==> src/rtl/alu_share_arbiter.sv <==
// Round-robin arbiter that time-shares one combinational ALU between two requesters.
// Each requester owns a response slot; a full, undrained slot blocks only its own requester.
module alu_share_slot #(
    parameter int DATA_W = 32,
    parameter int CNT_W  = 16
) (
    input  logic              clk,
    input  logic              rst_n,
    input  logic              grant,
    input  logic              drain,
    input  logic [DATA_W-1:0] alu_result,
    input  logic              alu_zero,
    output logic              rsp_valid,
    output logic [DATA_W-1:0] rsp_result,
    output logic              rsp_zero,
    output logic [CNT_W-1:0]  grant_cnt
);
    always_ff @(posedge clk or negedge rst_n) begin
        if (!rst_n) begin
            rsp_valid  <= 1'b0;
            rsp_result <= '0;
            rsp_zero   <= 1'b0;
            grant_cnt  <= '0;
        end else if (grant) begin
            // a grant wins over a simultaneous drain so the slot refills back-to-back
            rsp_valid  <= 1'b1;
            rsp_result <= alu_result;
            rsp_zero   <= alu_zero;
            if (grant_cnt != '1)
                grant_cnt <= grant_cnt + CNT_W'(1);
        end else if (drain) begin
            rsp_valid <= 1'b0;
        end
    end
endmodule

module alu_share_arbiter #(
    parameter int DATA_W = 32,
    parameter int CTRL_W = 4,
    parameter int CNT_W  = 16
) (
    input  logic              clk,
    input  logic              rst_n,
    input  logic              req0_valid,
    output logic              req0_ready,
    input  logic [DATA_W-1:0] req0_a,
    input  logic [DATA_W-1:0] req0_b,
    input  logic [CTRL_W-1:0] req0_ctrl,
    input  logic              req1_valid,
    output logic              req1_ready,
    input  logic [DATA_W-1:0] req1_a,
    input  logic [DATA_W-1:0] req1_b,
    input  logic [CTRL_W-1:0] req1_ctrl,
    output logic              rsp0_valid,
    input  logic              rsp0_ready,
    output logic [DATA_W-1:0] rsp0_result,
    output logic              rsp0_zero,
    output logic              rsp1_valid,
    input  logic              rsp1_ready,
    output logic [DATA_W-1:0] rsp1_result,
    output logic              rsp1_zero,
    output logic [DATA_W-1:0] alu_a,
    output logic [DATA_W-1:0] alu_b,
    output logic [CTRL_W-1:0] alu_ctrl,
    input  logic [DATA_W-1:0] alu_result,
    input  logic              alu_zero,
    output logic              last_grant,
    output logic [CNT_W-1:0]  grant_cnt0,
    output logic [CNT_W-1:0]  grant_cnt1
);
    localparam int NUM_REQ = 2;

    logic [NUM_REQ-1:0]             req_valid, rsp_ready, rsp_valid, rsp_zero, elig, gnt;
    logic [NUM_REQ-1:0][DATA_W-1:0] rsp_result;
    logic [NUM_REQ-1:0][CNT_W-1:0]  grant_cnt;

    assign req_valid = {req1_valid, req0_valid};
    assign rsp_ready = {rsp1_ready, rsp0_ready};
    assign elig      = req_valid & (~rsp_valid | rsp_ready);

    always_comb begin
        gnt    = '0;
        gnt[0] = elig[0] && (!elig[1] || last_grant);
        gnt[1] = elig[1] && (!elig[0] || !last_grant);
    end

    always_comb begin
        alu_a    = '0;
        alu_b    = '0;
        alu_ctrl = '0;
        if (gnt[0]) begin
            alu_a    = req0_a;
            alu_b    = req0_b;
            alu_ctrl = req0_ctrl;
        end else if (gnt[1]) begin
            alu_a    = req1_a;
            alu_b    = req1_b;
            alu_ctrl = req1_ctrl;
        end
    end

    // reset to 1 so requester 0 wins the first contention
    always_ff @(posedge clk or negedge rst_n) begin
        if (!rst_n)
            last_grant <= 1'b1;
        else if (gnt[0])
            last_grant <= 1'b0;
        else if (gnt[1])
            last_grant <= 1'b1;
    end

    for (genvar i = 0; i < NUM_REQ; i++) begin : g_slot
        alu_share_slot #(.DATA_W(DATA_W), .CNT_W(CNT_W)) u_slot (
            .clk        (clk),
            .rst_n      (rst_n),
            .grant      (gnt[i]),
            .drain      (rsp_ready[i]),
            .alu_result (alu_result),
            .alu_zero   (alu_zero),
            .rsp_valid  (rsp_valid[i]),
            .rsp_result (rsp_result[i]),
            .rsp_zero   (rsp_zero[i]),
            .grant_cnt  (grant_cnt[i])
        );
    end

    assign req0_ready  = gnt[0];
    assign req1_ready  = gnt[1];
    assign rsp0_valid  = rsp_valid[0];
    assign rsp1_valid  = rsp_valid[1];
    assign rsp0_result = rsp_result[0];
    assign rsp1_result = rsp_result[1];
    assign rsp0_zero   = rsp_zero[0];
    assign rsp1_zero   = rsp_zero[1];
    assign grant_cnt0  = grant_cnt[0];
    assign grant_cnt1  = grant_cnt[1];
endmodule

==> config.mk <==
export PLATFORM = sky130hd
export DESIGN_NAME = alu_share_arbiter
export DESIGN_NICKNAME = d
export VERILOG_FILES = /design/src/rtl/alu_share_arbiter.sv
export SDC_FILE = /design/constraint.sdc
export NUM_CORES = 1
export LEC_CHECK = 0
export ABC_CLOCK_PERIOD_IN_PS = 3300
export CORE_MARGIN = 4
export CORE_UTILIZATION = 30
export DETAILED_ROUTE_END_ITERATION = 10
export GPL_TIMING_DRIVEN = 0
export PLACE_DENSITY_LB_ADDON = 0.25
export SLEW_MARGIN = 20
export SYNTH_ARGS = -nofsm -noshare
export SYNTH_HDL_FRONTEND = slang
export SYNTH_HIERARCHICAL = 1
export SYNTH_SLANG_ARGS = --single-unit
==> constraint.sdc <==
create_clock -name clk -period 3.3 [get_ports clk]
set_input_delay 0.66 -clock clk [delete_from_list [all_inputs] [get_ports clk]]
set_output_delay 0.66 -clock clk [all_outputs]
set_load 0.005 [all_outputs]
==> reports/results.md <==
## Logic synthesis
• **synthesized instance count** 385
• **FFs w/ async S/R, synth** 100%
• **adder and majority cell fraction of the synthesized area** 0.514%
• **sequential element share of the synthesized area** 52.0%
• **number of warnings issued by yosys** 6
• **Synth Area per Inst** 12.6 sq um
• **count of flip-flops with a built-in enable after synthesis** 0
• **area share of and/or/nand/nor cells after synthesis** 9.31%
• **area fraction in compound gates after synthesis** 15.7%
• **post-synthesis instance area** 4870 sq um
• **main combinational cell family by area after synthesis** multiplexers
• **flip-flop and latch count after synthesis** 101
• **multiplexer area fraction after synthesis** 16.2%
• **number of distinct standard cells referenced by the synthesized netlist** 44
• **Mapped Nets** 562
• **fraction of synthesized cell area in xor and xnor cells** 3.60%
• **dominant register cell in the synthesized netlist** sky130_fd_sc_hd__dfrtp_1

## Floorplanning
• **Row Count** 46
• **I/O pin cnt** 346
• **initial core utilization** 30.6%
• **Die Span X** 135 microns
• **die height** 135 microns
• **total die area** 18300 sq um
• **placeable core region** 15900 sq um

## Routing
• **number of DRC violations after detailed routing** 0
• **total wirelength of the detailed-routed design** 19.9 mm
• **met3 layer wire length in the routed design** 1.99 mm
• **drt wl/cell** 20.5 microns
• **first-pass detailed-route iteration total** 4
• **ANT nets after route** 0
• **Detail Route met2 WL** 10.5 mm
• **top layer used by detailed routing** met4
• **Vias/cell** 4.93
• **routed via count** 4781
• **Starting DRT DRC Count** 108
• **wire length on met1** 6.74 mm

## Timing
• **Setup Viol. Count Final** 0
• **maximum achievable frequency** 312 MHz
• **Pins Over Slew Limit** 0
• **number of endpoints with negative hold slack in the final report** 0
• **max-slew headroom at the worst pin** 58.3%
• **shortest period the worst path allows** 3210 ps
• **final setup skew** 7.62 ps
• **worst setup margin** 93.5 ps
• **crit share post-route** 97.2%
• **transition time at the pin with the least slew margin** 625 ps
• **RSZ-0062 raised after global routing** false
• **final setup TNS** 0 ps

## Worst setup path
• **worst path required time** 2640 ps
• **maximum fanout along the worst path** 15
• **category of the most critical setup path** primary input to output port
• **reg2reg start** last_grant
• **internal reg-to-reg setup slack** 440 ps
• **endpoint of the lowest-slack register-to-register path** g_slot[0].u_slot/rsp_result[17]
• **endpoint type of the worst setup path** output port
• **Register-to-Register Path Depth** 7
• **startpoint type of the worst setup path** primary input
• **Worst EP arrival** 2550 ps

## CTS
• **clock buffer count from CTS** 9
• **Reg clk slew, reported paths** 70 ps
• **clk_lat worst skew** 340 ps
• **H-tree levels** 3
• **clk buf depth** 2
• **TritonCTS Sinks** 101
• **clk root buf** sky130_fd_sc_hd__clkbuf_16
• **cts-stage hold buffer count** 0
• **clock tree from TritonCTS** done

## Status
• **run status** finished, final reports clean

## Finish
• **Layout Nets** 923
• **Synth-to-Final Area Change** 88.0%
• **number of standard cells in the layout, taps in and fillers out** 970
• **fraction of final layout cells sized beyond drive strength 1** 16.6%
• **summed area of non-filler cells in the final layout** 9150 sq um

## GRT
• **global routing usage summed across all routing layers** 21.0%
• **antenna violations before repair** 3
• **wire length of the first global-routing pass** 29.6 mm
• **largest net degree at the start of global routing** 55
• **total congestion overflow** 0
• **number of global-route vias before repair** 5194

## Job
• **Maximum Capacitance Violations** 0

## Power and ir drop
• **Design Power** 4.85 mW
• **maximum ir drop on the vdd rail** 325 uV
• **power per cell area** 530 nW/um^2
• **Leak** 3.78 nW

## Place
• **global placer's final weighted congestion** 0.979
• **# placed instances** 947
• **total placed instance area** 8620 sq um
• **DP HPWL** 16.3 mm
• **buffers added on ports** 345
• **minimum setup slack after placement** -1040 ps

## Min path
• **classification of the worst-slack hold path** primary input to asynchronous set/reset pin

-- where the power goes --
group / switching, mW / internal [mW] / leakage, nW
combinational: 0.671 / 1.30 / 2.40
clock: 0.470 / 0.616 / 0.147
sequential: 0.253 / 1.54 / 1.23
total: 1.39 / 3.45 / 3.78
-- metal layers --
metal	up-vias	track usage, %
met5	-	0
met4	0	8.40
met3	32	8.36
met2	231	38.9
met1	2328	20.7
li1	2190	-
-- through the flow --
step                      hold slack (ps)  utilization (%)
after global routing                  284             57.6
after detailed placement              496             54.3
after CTS                             263             57.0
after global placement                484             54.1
after floorplan                       364                -
final                                 259             57.6
-- cell usage after synthesis (2+ instances only) --
library cell / n / area share [%]
sky130_fd_sc_hd__and4_4: 2 / 0.46
sky130_fd_sc_hd__a21oi_1: 2 / 0.21
sky130_fd_sc_hd__nand4_1: 4 / 0.51
sky130_fd_sc_hd__xnor2_1: 18 / 3.2
sky130_fd_sc_hd__mux2_2: 66 / 15
sky130_fd_sc_hd__nand4_2: 2 / 0.51
sky130_fd_sc_hd__ha_1: 2 / 0.51
sky130_fd_sc_hd__mux2_1: 4 / 0.93
sky130_fd_sc_hd__o2111ai_1: 2 / 0.36
sky130_fd_sc_hd__o211ai_1: 2 / 0.31
sky130_fd_sc_hd__buf_2: 9 / 0.93
sky130_fd_sc_hd__nor4b_1: 2 / 0.36
sky130_fd_sc_hd__clkbuf_1: 5 / 0.39
sky130_fd_sc_hd__xor2_1: 2 / 0.36
sky130_fd_sc_hd__and3_1: 4 / 0.51
sky130_fd_sc_hd__nor4_2: 2 / 0.51
sky130_fd_sc_hd__nor3_1: 2 / 0.21
sky130_fd_sc_hd__nand3_2: 2 / 0.41
sky130_fd_sc_hd__and4_1: 2 / 0.36
sky130_fd_sc_hd__nand2_1: 12 / 0.93
sky130_fd_sc_hd__a21o_1: 2 / 0.31
sky130_fd_sc_hd__a31oi_1: 2 / 0.26
sky130_fd_sc_hd__buf_1: 8 / 0.62
sky130_fd_sc_hd__a22o_1: 68 / 12
sky130_fd_sc_hd__a41oi_1: 2 / 0.36
sky130_fd_sc_hd__nand4b_1: 2 / 0.36
sky130_fd_sc_hd__inv_1: 4 / 0.31
sky130_fd_sc_hd__o21a_1: 4 / 0.62
sky130_fd_sc_hd__or4_1: 2 / 0.31
sky130_fd_sc_hd__a21oi_2: 2 / 0.36
sky130_fd_sc_hd__nor2_1: 10 / 0.77
sky130_fd_sc_hd__nand3_1: 20 / 2.1
sky130_fd_sc_hd__nand3b_1: 2 / 0.31
sky130_fd_sc_hd__nand2_2: 2 / 0.26
sky130_fd_sc_hd__dfrtp_1: 100 / 51
-- state kept, by name, indices dropped and copies added, names as in the netlist --
| signal | flops |
|---|---|
| g_slot.u_slot/rsp_result | 64 |
| g_slot.u_slot/rsp_valid | 2 |
| g_slot.u_slot/rsp_zero | 2 |
| last_grant | 1 |
| g_slot.u_slot/grant_cnt | 32 |
-- cells by family after synthesis --
logic type	Yosys count
DFF	101
AOI/OAI and AO/OA	89
and+or+nand+nor	74
muxes	70
buffers and inverters	29
xor gates and xnor gates	20
adders and majority gates	2
-- worst max-delay path by stage --
stage	end	from	slack [ps]
2_1_floorplan	g_slot[1].u_slot/rsp_result[15]	rsp0_ready	630
3_3_place_gp	g_slot[1].u_slot/rsp_valid	rst_n	-2140
3_5_place_dp	g_slot[1].u_slot/rsp_result[15]	rsp0_ready	-1040
4_1_cts	g_slot[1].u_slot/rsp_result[15]	rsp0_ready	-6
5_1_grt	alu_a[5]	req0_valid	20
6_report	alu_a[28]	req0_valid	90
-- final cells by class --
class	instances	area, sq um
plain buffers	25	205
fillers	1355	6740
clock inverters	6	70.1
well taps	216	270
inverters	4	15.0
repair buffers	350	3560
multi-input cells	255	2250
clock buffers	10	239
diodes	3	7.51
flip-flops and latches	101	2530
-- cell usage in the layout, fill, tap and decap left out, types with 3 or more instances in the layout --
master                            instances
sky130_fd_sc_hd__dlymetal6s2s_1           9
sky130_fd_sc_hd__nor2_1                  10
sky130_fd_sc_hd__inv_1                    4
sky130_fd_sc_hd__buf_2                    3
sky130_fd_sc_hd__xnor2_1                 18
sky130_fd_sc_hd__and3_1                   4
sky130_fd_sc_hd__a22o_1                  65
sky130_fd_sc_hd__clkbuf_16               11
sky130_fd_sc_hd__dfrtp_1                100
sky130_fd_sc_hd__dlygate4sd2_1            3
sky130_fd_sc_hd__buf_4                    5
sky130_fd_sc_hd__nand4_1                  4
sky130_fd_sc_hd__diode_2                  3
sky130_fd_sc_hd__nand2_1                 12
sky130_fd_sc_hd__nand3_1                 20
sky130_fd_sc_hd__o21a_1                   4
sky130_fd_sc_hd__a22o_4                   3
sky130_fd_sc_hd__clkdlybuf4s50_1        332
sky130_fd_sc_hd__clkbuf_8                 3
sky130_fd_sc_hd__buf_1                    7
sky130_fd_sc_hd__mux2_2                  66
sky130_fd_sc_hd__buf_6                    5
sky130_fd_sc_hd__mux2_1                   4
-- critical path, stage by stage --
cell,delay (ps)
sky130_fd_sc_hd__clkdlybuf4s50_1,490
sky130_fd_sc_hd__inv_1,70
sky130_fd_sc_hd__a311oi_4,210
sky130_fd_sc_hd__buf_6,190
sky130_fd_sc_hd__buf_8,180
sky130_fd_sc_hd__a22o_1,210
sky130_fd_sc_hd__clkdlybuf4s50_1,520
-- what timing repair did --
action,CTS,global route
gates cloned,0,1
setup buffers,1,2
pin swaps,1,0
gates resized for setup,32,15
setup endpoints to repair,93,52
No activity file was read; power rests on OpenSTA's default activity.
